$ cat src/rtl/multicycle_ctrl.sv
// multicycle_ctrl: RV32I multicycle main control FSM; optional ILLEGAL_TRAP_EN macro traps unknown opcodes into HALT
module multicycle_ctrl #(
  parameter int MEM_WAIT_MAX = 15
) (
  input  logic       clk,
  input  logic       rst_n,
  input  logic [6:0] op,
  input  logic [2:0] funct3,
  input  logic       funct7b5,
  input  logic       Zero,
  input  logic       mem_ready,
  output logic       PCWrite,
  output logic       AdrSrc,
  output logic       MemWrite,
  output logic       MemReq,
  output logic       IRWrite,
  output logic       RegWrite,
  output logic [1:0] ResultSrc,
  output logic [1:0] ALUSrcA,
  output logic [1:0] ALUSrcB,
  output logic [2:0] ALUControl,
  output logic [1:0] ImmSrc,
  output logic       MemTimeout
);
  localparam int CW = $clog2(MEM_WAIT_MAX + 1);
  localparam logic [CW-1:0] WMAX = CW'(MEM_WAIT_MAX);
  typedef enum logic [3:0] {
    FETCH, DECODE, MEMADR, MEMREAD, MEMWB, MEMWRITE,
    EXECR, EXECI, ALUWB, BRANCH, JAL, HALT
  } state_t;
  state_t state, state_next;
  logic [CW-1:0] wait_cnt;
  logic waiting;
  logic [2:0] alu_op;
  assign waiting = (state == FETCH || state == MEMREAD || state == MEMWRITE) && !mem_ready;
  // funct decode shared by EXECR/EXECI; sub only for register ops with funct7b5
  assign alu_op = funct3 == 3'b000 ? ((state == EXECR && funct7b5) ? 3'b001 : 3'b000) :
                  funct3 == 3'b010 ? 3'b101 :
                  funct3 == 3'b110 ? 3'b011 :
                  funct3 == 3'b111 ? 3'b010 : 3'b000;
  // state register, saturating memory wait counter and sticky timeout flag
  always_ff @(posedge clk) begin
    if (!rst_n) begin
      state      <= FETCH;
      wait_cnt   <= '0;
      MemTimeout <= 1'b0;
    end else begin
      state <= state_next;
      if (state_next != state) wait_cnt <= '0;
      else if (waiting && wait_cnt != WMAX) wait_cnt <= wait_cnt + 1'b1;
      if (waiting && wait_cnt >= WMAX - 1'b1) MemTimeout <= 1'b1;
    end
  end
  // next state and Moore outputs; everything forced low while reset is asserted
  always_comb begin
    state_next = state;
    PCWrite    = 1'b0;
    AdrSrc     = 1'b0;
    MemWrite   = 1'b0;
    MemReq     = 1'b0;
    IRWrite    = 1'b0;
    RegWrite   = 1'b0;
    ResultSrc  = 2'b00;
    ALUSrcA    = 2'b00;
    ALUSrcB    = 2'b00;
    ALUControl = 3'b000;
    ImmSrc     = 2'b00;
    if (rst_n) begin
      case (state)
        FETCH: begin
          MemReq     = 1'b1;
          ALUSrcB    = 2'b10;
          ResultSrc  = 2'b10;
          IRWrite    = mem_ready;
          PCWrite    = mem_ready;
          state_next = mem_ready ? DECODE : FETCH;
        end
        DECODE: begin
          ALUSrcA    = 2'b01;
          ALUSrcB    = 2'b01;
          ImmSrc     = 2'b10;
          state_next = (op == 7'b0000011 || op == 7'b0100011) ? MEMADR :
                       op == 7'b0110011 ? EXECR :
                       op == 7'b0010011 ? EXECI :
                       op == 7'b1100011 ? BRANCH :
                       op == 7'b1101111 ? JAL :
`ifdef ILLEGAL_TRAP_EN
                       HALT;
`else
                       FETCH;
`endif
        end
        MEMADR: begin
          ALUSrcA    = 2'b10;
          ALUSrcB    = 2'b01;
          ImmSrc     = op == 7'b0100011 ? 2'b01 : 2'b00;
          state_next = op == 7'b0100011 ? MEMWRITE : MEMREAD;
        end
        MEMREAD: begin
          MemReq     = 1'b1;
          AdrSrc     = 1'b1;
          state_next = mem_ready ? MEMWB : MEMREAD;
        end
        MEMWB: begin
          ResultSrc  = 2'b01;
          RegWrite   = 1'b1;
          state_next = FETCH;
        end
        MEMWRITE: begin
          MemReq     = 1'b1;
          AdrSrc     = 1'b1;
          MemWrite   = 1'b1;
          state_next = mem_ready ? FETCH : MEMWRITE;
        end
        EXECR: begin
          ALUSrcA    = 2'b10;
          ALUControl = alu_op;
          state_next = ALUWB;
        end
        EXECI: begin
          ALUSrcA    = 2'b10;
          ALUSrcB    = 2'b01;
          ALUControl = alu_op;
          state_next = ALUWB;
        end
        ALUWB: begin
          RegWrite   = 1'b1;
          state_next = FETCH;
        end
        BRANCH: begin
          ALUSrcA    = 2'b10;
          ALUControl = 3'b001;
          ImmSrc     = 2'b10;
          PCWrite    = Zero;
          state_next = FETCH;
        end
        JAL: begin
          ALUSrcA    = 2'b01;
          ALUSrcB    = 2'b10;
          ImmSrc     = 2'b11;
          PCWrite    = 1'b1;
          state_next = ALUWB;
        end
        default: state_next = state;
      endcase
    end
  end
endmodule

$ cat config.mk
export PLATFORM = sky130hd
export DESIGN_NAME = multicycle_ctrl
export DESIGN_NICKNAME = d
export VERILOG_FILES = /design/src/rtl/multicycle_ctrl.sv
export SDC_FILE = /design/constraint.sdc
export NUM_CORES = 1
export LEC_CHECK = 0
export ABC_AREA = 1
export CAP_MARGIN = 15
export CELL_PAD_IN_SITES_DETAIL_PLACEMENT = 1
export CELL_PAD_IN_SITES_GLOBAL_PLACEMENT = 2
export CORE_MARGIN = 2
export CORE_UTILIZATION = 30
export CTS_CLUSTER_SIZE = 16
export DETAILED_ROUTE_END_ITERATION = 16
export DONT_BUFFER_PORTS = 1
export PLACE_DENSITY_LB_ADDON = 0.2
export SYNTH_ARGS = -nofsm -noshare
export SYNTH_HDL_FRONTEND = slang
export SYNTH_SLANG_ARGS = --single-unit
$ cat constraint.sdc
create_clock -name clk -period 1.9 [get_ports clk]
set_clock_uncertainty 0.1 [all_clocks]
set_input_delay 0.095 -clock clk [delete_from_list [all_inputs] [get_ports clk]]
set_output_delay 0.095 -clock clk [all_outputs]
set_load 0.01 [all_outputs]
=== Word-level counts from Yosys, hierarchy flattened ===
Cells that the tools add are included.

* Bitwise gates (word level): 1
* Shifts and indexed selects: 0
* Mux-type cells: 39
* Equal/unequal tests: 21
* $add $sub $neg: 1
* Div/mod/pow operators: 0
* Magnitude comparators: 1
* Multipliers: 0
* Reductions and logical operators: 22

{| class="wikitable"
|+ Operators with widths
! cell !! number
|-
| case mux 4 bit (7 select lines) || 1
|-
| two-way mux 4 bit || 6
|-
| two-way mux 3 bit || 6
|-
| equality test 4 x 3 -> 1 bit (second input constant) || 4
|-
| equality test 7 x 6 -> 1 bit (second input constant) || 2
|-
| equality test 7 bit (second input constant) || 2
|-
| two-way mux 1 bit || 14
|-
| OR reduction 2 bit || 7
|-
| equality test 4 bit (second input constant) || 3
|-
| two-way mux 2 bit || 6
|-
| case mux 2 bit (2 select lines) || 3
|-
| OR reduction 3 bit || 4
|-
| equality test 4 x 2 -> 1 bit (second input constant) || 2
|-
| equality test 7 x 2 -> 1 bit (second input constant) || 1
|-
| equality test 7 x 5 -> 1 bit (second input constant) || 1
|-
| equality test 3 bit (second input constant) || 2
|-
| case mux 2 bit (3 select lines) || 1
|-
| case mux 3 bit (2 select lines) || 1
|-
| adder 4 x 1 -> 4 bit (second input constant) || 1
|-
| equality test 4 x 1 -> 1 bit (second input constant) || 1
|-
| >= comparator 4 bit (second input constant) || 1
|-
| logical AND 1 bit || 4
|-
| logical NOT 4 bit || 1
|-
| != test 4 bit || 1
|-
| other kinds (8) || 10
|}

* Memory bits (writable): 0
* Bits in registers: 9
* Memories kept: 0
* Bits in read-only memories: 0
* Logic and storage cells: 88
* Bits in latches: 0
* Output and inout port bits: 18

=== Depth between registers and ports, before layout ===
Gate-level depths: netlist (run 1).

* Depth after elaboration: 10
* Depth in mapped cells: 14

=== Worst setup path before layout (run 1) ===
No wires, ideal clock.

* Kind: register to register
* Start: reg state[2]
* End: reg wait_cnt[0]
* Data arrival time: 1.230 ns
* Required time: 1.689 ns
* Path slack: 0.459 ns
* Setup time: 0.111 ns
* Period minus slack after synthesis: 1.441 ns
* Stages on the path, launching flop included: 11
* Cell sequence: dfxtp_1 -> nor2_2 -> nand2_1 -> nor2_1 -> nand2_1 -> nand3_1 -> nand3_1 -> nand2_1 -> nor2_1 -> nand2_2 -> nor2_1

* Word-level cells in the longest chain between the ends: 6
* Elaborated cells on any way between the ends: 21

{| class="wikitable"
|+ Ends and longest elaborated chain
! what !! line !! text
|-
| start, declared || 31 || <nowiki>state_t state, state_next;</nowiki>
|-
| start signal, assigned || 48 || <nowiki>state <= state_next;</nowiki>
|-
| equality test 4 x 3 -> 1 bit or equality test 4 bit (tied branches) || 69 || <nowiki>case (state)</nowiki>
|-
| OR reduction 3 bit (no line) || -- ||
|-
| case mux 4 bit (7 select lines) || 69 ||
|-
| two-way mux 4 bit || 68 || <nowiki>if (rst_n) begin</nowiki>
|-
| != test 4 bit || 49 || <nowiki>if (state_next != state) wait_cnt <= '0;</nowiki>
|-
| OR reduction 2 bit (no line) || -- ||
|-
| end signal, assigned || 50 || <nowiki>else if (waiting && wait_cnt != WMAX) wait_cnt <= wait_cnt + 1'b1;</nowiki>
|-
| end, declared || 32 || <nowiki>logic [CW-1:0] wait_cnt;</nowiki>
|}

Parallel ways exist; a longest one is shown, timed or not.
A chain may end at the register's enable or synchronous reset.

=== Worst setup path in the final report (run 1) ===
* Start: reg state[2]
* End: reg wait_cnt[2]

The elaborated chain is that of the path after synthesis.

==> results.json, run 1 <==
{
  "fin_nets": 209,
  "synth.distinct_cells": 28,
  "grt_pass1_vias": 1184,
  "dieArea_um2": 3920,
  "reg2reg_from": "state[2]",
  "crit_buf_inv": 0,
  "path_clk_slew_ns": 0.07,
  "rows": 21,
  "finalInstanceArea_um2": 1130,
  "use_met2": 0.320,
  "antenna_left": 0,
  "grtUsageTotal": 0.172,
  "use_met3": 0.0324,
  "clk_latency_ns": 0.26,
  "p_leak_nw": 0.603,
  "arrival_ns": 1.76,
  "gp_congestion": 0.876,
  "drt-wirelength-per-cell_um": 13.4,
  "gr-total-overflow": 0,
  "core_area_um2": 3310,
  "cpMaxStageDelayCell": "dfxtp_2",
  "cts_tree": "yes",
  "p_per_area_nw_per_um2": 465,
  "top_usage_layer": "met2",
  "synth_common_cells": "45 x nand2_1, 30 x inv_1, 28 x nor2_1",
  "stdcell_count": 237,
  "hold_viol": 0,
  "finalSetupViolCount": 0,
  "peakVddDrop_mv": 0.344,
  "vias_per_cell": 4.89,
  "wl_um": 3180,
  "slowest_delay_ns": 0.35,
  "cp_max_fo": 6,
  "vias": 1160,
  "synth-edff-count": 0,
  "max_freq_mhz": 587,
  "synth_nets": 205,
  "cap_violations": 0,
  "grt_pass1_wl_um": 5460,
  "crit_family": "simple AND/OR/NAND/NOR gates",
  "clockBufferDepth": 2,
  "grt_max_degree": 16,
  "synth_most_common_cell": "nand2_1",
  "synthesis.area_um2": 1030,
  "critPathLaunchType": "register",
  "cpMostUsedCell": "nor2_1",
  "drc": 0,
  "antenna_found_initial": 0,
  "cts.sinks": 9,
  "post_dp_cell_area_um2": 1080,
  "ys_seq_area_frac": 0.175,
  "maxSlewViolCount": 0,
  "ys.flop_type": "dfxtp_1",
  "ios": 33,
  "status": "completed",
  "async_flop_share": 0,
  "cts_buffers": 3,
  "port_buffers": 0,
  "antenna_cells": 0,
  "cts-root-buf": "clkbuf_4",
  "synthToLayoutAreaGrowth_pct": 9.83,
  "htree_num_levels": 1,
  "start_util": 0.311,
  "met1_usage": 0.202,
  "syn_inst": 188,
  "post-synth-top-area-cell": "dfxtp_1",
  "fin_crit_sh": 0.897,
  "synth.top_cell.area_share": 0.175,
  "ys_seq_elements": 9,
  "worst_hold_startpoint": "mem_ready",
  "min_path_type": "in -> reg",
  "placed_cells": 232,
  "worst_pin_slew_ns": 0.509,
  "crit_required_ns": 1.96,
  "die_y_um": 62.6,
  "path_cells": "nor2_2, nand2_1, nor2_1, nor2_1, nand2_1, nand2_1, nor2_1, nor2_2, nand2_2, nor2_1",
  "slew-limit-headroom": 0.658,
  "period_needed_ns": 1.70,
  "yosysWarnings": 0,
  "worstSetupStartpoint": "state[2]",
  "cts_setup_buffers": 0,
  "critPathCaptureType": "register",
  "dpl.hpwl_um": 2670,
  "synthTopCellsByArea": "dfxtp_1 17%, nand2_1 16%, inv_1 11%",
  "avgSynthCellArea_um2": 5.48,
  "worstSetupPathType": "reg -> reg",
  "die_w_um": 62.6,
  "drive_gt1_frac": 0.188,
  "dr.pass1.iters": 4,
  "drtIter0Drc": 45
}
-- metal layers --
metal | up-vias | wire length [um]
li1 | 591 | -
met4 | 0 | 33
met5 | - | 0
met3 | 4 | 94
met1 | 546 | 1470
met2 | 19 | 1580
-- cell families (layout without fill, tap and decap cells) --
logic type,Yosys count,in the layout,synth area share
compound gates,19,19,0.107
xor+xnor,3,3,0.0255
fa+ha+maj,2,2,0.0243
buf+inv,39,42,0.150
flops,9,9,0.175
simple gates,116,116,0.518
-- cell usage in the layout (no fill, tap or decap), types with 2 or more instances in the layout --
master	instances
dfxtp_2	3
nor3_1	2
xor2_1	2
inv_1	29
nand3_1	19
nand4_1	2
nor2_1	27
dfxtp_1	6
nand2_2	8
nand2_1	45
clkbuf_4	3
ha_1	2
o21ai_0	3
a31oi_1	2
nor2_2	9
a21oi_1	9
inv_2	6
-- sequential cells by signal (all words and copies together), names as in the netlist --
| name | cells |
|---|---|
| MemTimeout | 1 |
| wait_cnt | 4 |
| state | 4 |
-- per-stage QoR --
stage	setup TNS (ns)	hold WS [ns]	setup WS [ns]	total power, mW	utilization
after CTS	0	0.0617	0.0205	0.534	0.336
after global placement	0	0.142	0.138	0.374	0.325
after global routing	-0.000278	0.122	-0.000278	0.572	0.342
after floorplan	0	0.143	0.459	0.342	-
after detailed placement	0	0.132	0.116	0.378	0.325
final	0	0.0782	0.195	0.527	0.342
-- tightest hold or removal path, cell delays in order --
cell,delay [ns]
inv_1,0.10
o2111ai_1,0.14
a21oi_1,0.06
-- where the power goes --
| part | total, mW | internal, mW | leakage (nW) | switching [mW] |
|---|---|---|---|---|
| Combinational | 0.172 | 0.0511 | 0.511 | 0.121 |
| Sequential | 0.206 | 0.196 | 0.0744 | 0.00992 |
| Clock | 0.148 | 0.0777 | 0.0177 | 0.0708 |
-- final timing paths --
path                               endpoint  slack [ns]  depth (start not counted)
worst max-delay path            wait_cnt[2]        0.20                         10
worst min register to register   MemTimeout        0.40                          2
worst max register to register  wait_cnt[2]        0.20                         10
worst min-delay path             MemTimeout        0.08                          3
-- layout make-up --
class	instances	area, um2
Clock buffer	3	22.5
Tap cell	46	57.6
Inverter	36	135
Fill cell	486	2180
Multi-Input combinational cell	140	711
Clock inverter	1	5.00
Timing Repair Buffer	2	17.5
Sequential cell	9	184
-- repair_timing --
action	in CTS	in global routing
gates resized for setup	0	7
hold buffers	1	0
endpoints found under the setup margin	0	7
endpoints found under the hold margin	1	0
Note: power is estimated with default switching activity, not from simulation.
==> inputs of run 2 (changes only) <==
CORE_MARGIN = unset   (was 2)
RECOVER_POWER = 100   (was unset)
==> run 2 against run 1 <==
Compared with the run above: largest power group unchanged; die area down 6.3%; critical path depth down 1; sequential power about the same; design area down 1.7%; clock-buffer cell count up 1; non-clock buffer count down 1; global-route usage up 0.78 points; cell count down 1.3%; critical endpoint is now wait_cnt[3].
==> results.json, run 2 (synthesis gave the netlist of run 1 again) <==
{
  "cts_tree": "yes",
  "grt_max_degree": 16,
  "port_buffers": 0,
  "clkPwrFrac": 0.298,
  "mostFrequentLayoutCell": "nand2_1",
  "critPathLaunchType": "register",
  "antenna_left": 0,
  "dpl.hpwl_um": 2530,
  "vias": 1138,
  "final_util": 0.353,
  "antenna_found_initial": 0,
  "rows": 20,
  "final_cell_mix": "46 x nand2_1, 29 x inv_1, 28 x nor2_1, 19 x nand3_1, 9 x a21oi_1",
  "gr-total-overflow": 0,
  "rsz0062_at_grt": "false",
  "critPathCaptureType": "register",
  "worstSetupPathType": "reg -> reg",
  "intPower_mw": 0.326,
  "wl_um": 3040,
  "crit_required_ns": 2.01,
  "drive_gt1_frac": 0.158,
  "clockBufferDepth": 2,
  "gp_congestion": 0.877,
  "cts-root-buf": "clkbuf_4",
  "core_area_um2": 3150,
  "synthToLayoutAreaGrowth_pct": 8.01,
  "grtUsageTotal": 0.179,
  "path_clk_slew_ns": 0.07,
  "p_leak_nw": 0.593,
  "p_comb_frac": 0.315,
  "p_per_area_nw_per_um2": 479,
  "fillers": 460,
  "fin_nets": 208,
  "drtIter0Drc": 42,
  "maxSlewViolCount": 0,
  "slowest_delay_ns": 0.38,
  "ios": 33,
  "cts.sinks": 9,
  "pwr-share-seq": 0.387,
  "setup_ws_ns": 0.176,
  "arrival_ns": 1.83,
  "clk_latency_ns": 0.27,
  "htree_num_levels": 1,
  "die_y_um": 60.6,
  "post_dp_cell_area_um2": 1070,
  "fin_crit_sh": 0.907,
  "start_util": 0.327,
  "status": "completed",
  "switching_power_mw": 0.207,
  "cp_max_fo": 6,
  "antenna_cells": 0,
  "die_w_um": 60.6,
  "worst_pin_slew_ns": 0.505,
  "cpMostUsedCell": "nor2_1",
  "cts_setup_buffers": 0,
  "post-place-ws_ns": 0.0520,
  "drt-wirelength-per-cell_um": 13.0,
  "reg_top3": "state x4, wait_cnt x4, MemTimeout x1",
  "drc": 0,
  "finalSetupTns_ns": 0,
  "max_freq_mhz": 580,
  "period_needed_ns": 1.72,
  "grt_pass1_vias": 1118,
  "dieArea_um2": 3670,
  "peakVddDrop_mv": 0.132,
  "grt_pass1_wl_um": 4930,
  "slew-limit-headroom": 0.660,
  "path_cells": "nor2_2, nand2_1, nor2_1, nor2_1, nand3_1, nand3_1, nor2_1, nand2_2, nor2_1",
  "hold_viol": 0,
  "cap_violations": 0,
  "finalSetupViolCount": 0,
  "vias_per_cell": 4.86,
  "min_path_type": "in -> reg",
  "cpMaxStageDelayCell": "dfxtp_1",
  "cts_buffers": 3,
  "netSwitchingFraction": 0.388,
  "dr.pass1.iters": 4,
  "finalInstanceArea_um2": 1110
}
==> run 2: area by class of cell <==
cell class              count  area [um2]  area share
multi-input cells         140         704       0.633
clock buffers               4        26.3      0.0236
repair buffers              1        10.0     0.00899
inverters                  36         135       0.121
well taps                  44        55.1      0.0494
flip-flops and latches      9         183       0.164
==> run 2: final timing paths <==
| kind | depth (start not counted) | to | from | slack [ns] |
|---|---|---|---|---|
| max | 9 | wait_cnt[3] | state[2] | 0.18 |
| min | 3 | MemTimeout | mem_ready | 0.06 |
| max reg2reg | 9 | wait_cnt[3] | state[2] | 0.18 |
| min reg2reg | 2 | MemTimeout | MemTimeout | 0.40 |
==> run 2: per-layer routing <==
metal,vias up,share of wire,GRT usage
met5,-,0,0
met4,0,0.0086,0.0617
met3,4,0.042,0.0277
met2,27,0.45,0.297
met1,514,0.50,0.238
li1,593,-,-
==> run 2: timing repair <==
action,in CTS,in global routing
hold buffers,1,0
gates resized for setup,0,6
endpoints found under the setup margin,0,7
hold endpoints to repair,1,0
==> run 2: worst max-delay path: cells and delay by family, from the launching register on <==
kind             cells  cell delay [ns]
and+or+nand+nor      9             1.18
DFF                  1             0.38
==> run 2: per-stage QoR <==
| step | hold WS, ns | power [mW] | std cells |
|---|---|---|---|
| 6_report | 0.0570 | 0.533 | 234 |
| 5_1_grt | 0.0851 | 0.568 | 234 |
| 4_1_cts | 0.0704 | 0.534 | 234 |
| 3_5_place_dp | 0.144 | 0.373 | 229 |
| 3_3_place_gp | 0.141 | 0.371 | 229 |
| 2_1_floorplan | 0.143 | 0.342 | 188 |
==> run 2: power groups by stage <==
stage	registers (mW)	logic [mW]	clock network, mW
after CTS	0.205	0.167	0.161
after global placement	0.209	0.162	0
after global routing	0.207	0.189	0.172
after detailed placement	0.210	0.163	0
final	0.206	0.168	0.159
after floorplan	0.207	0.135	0
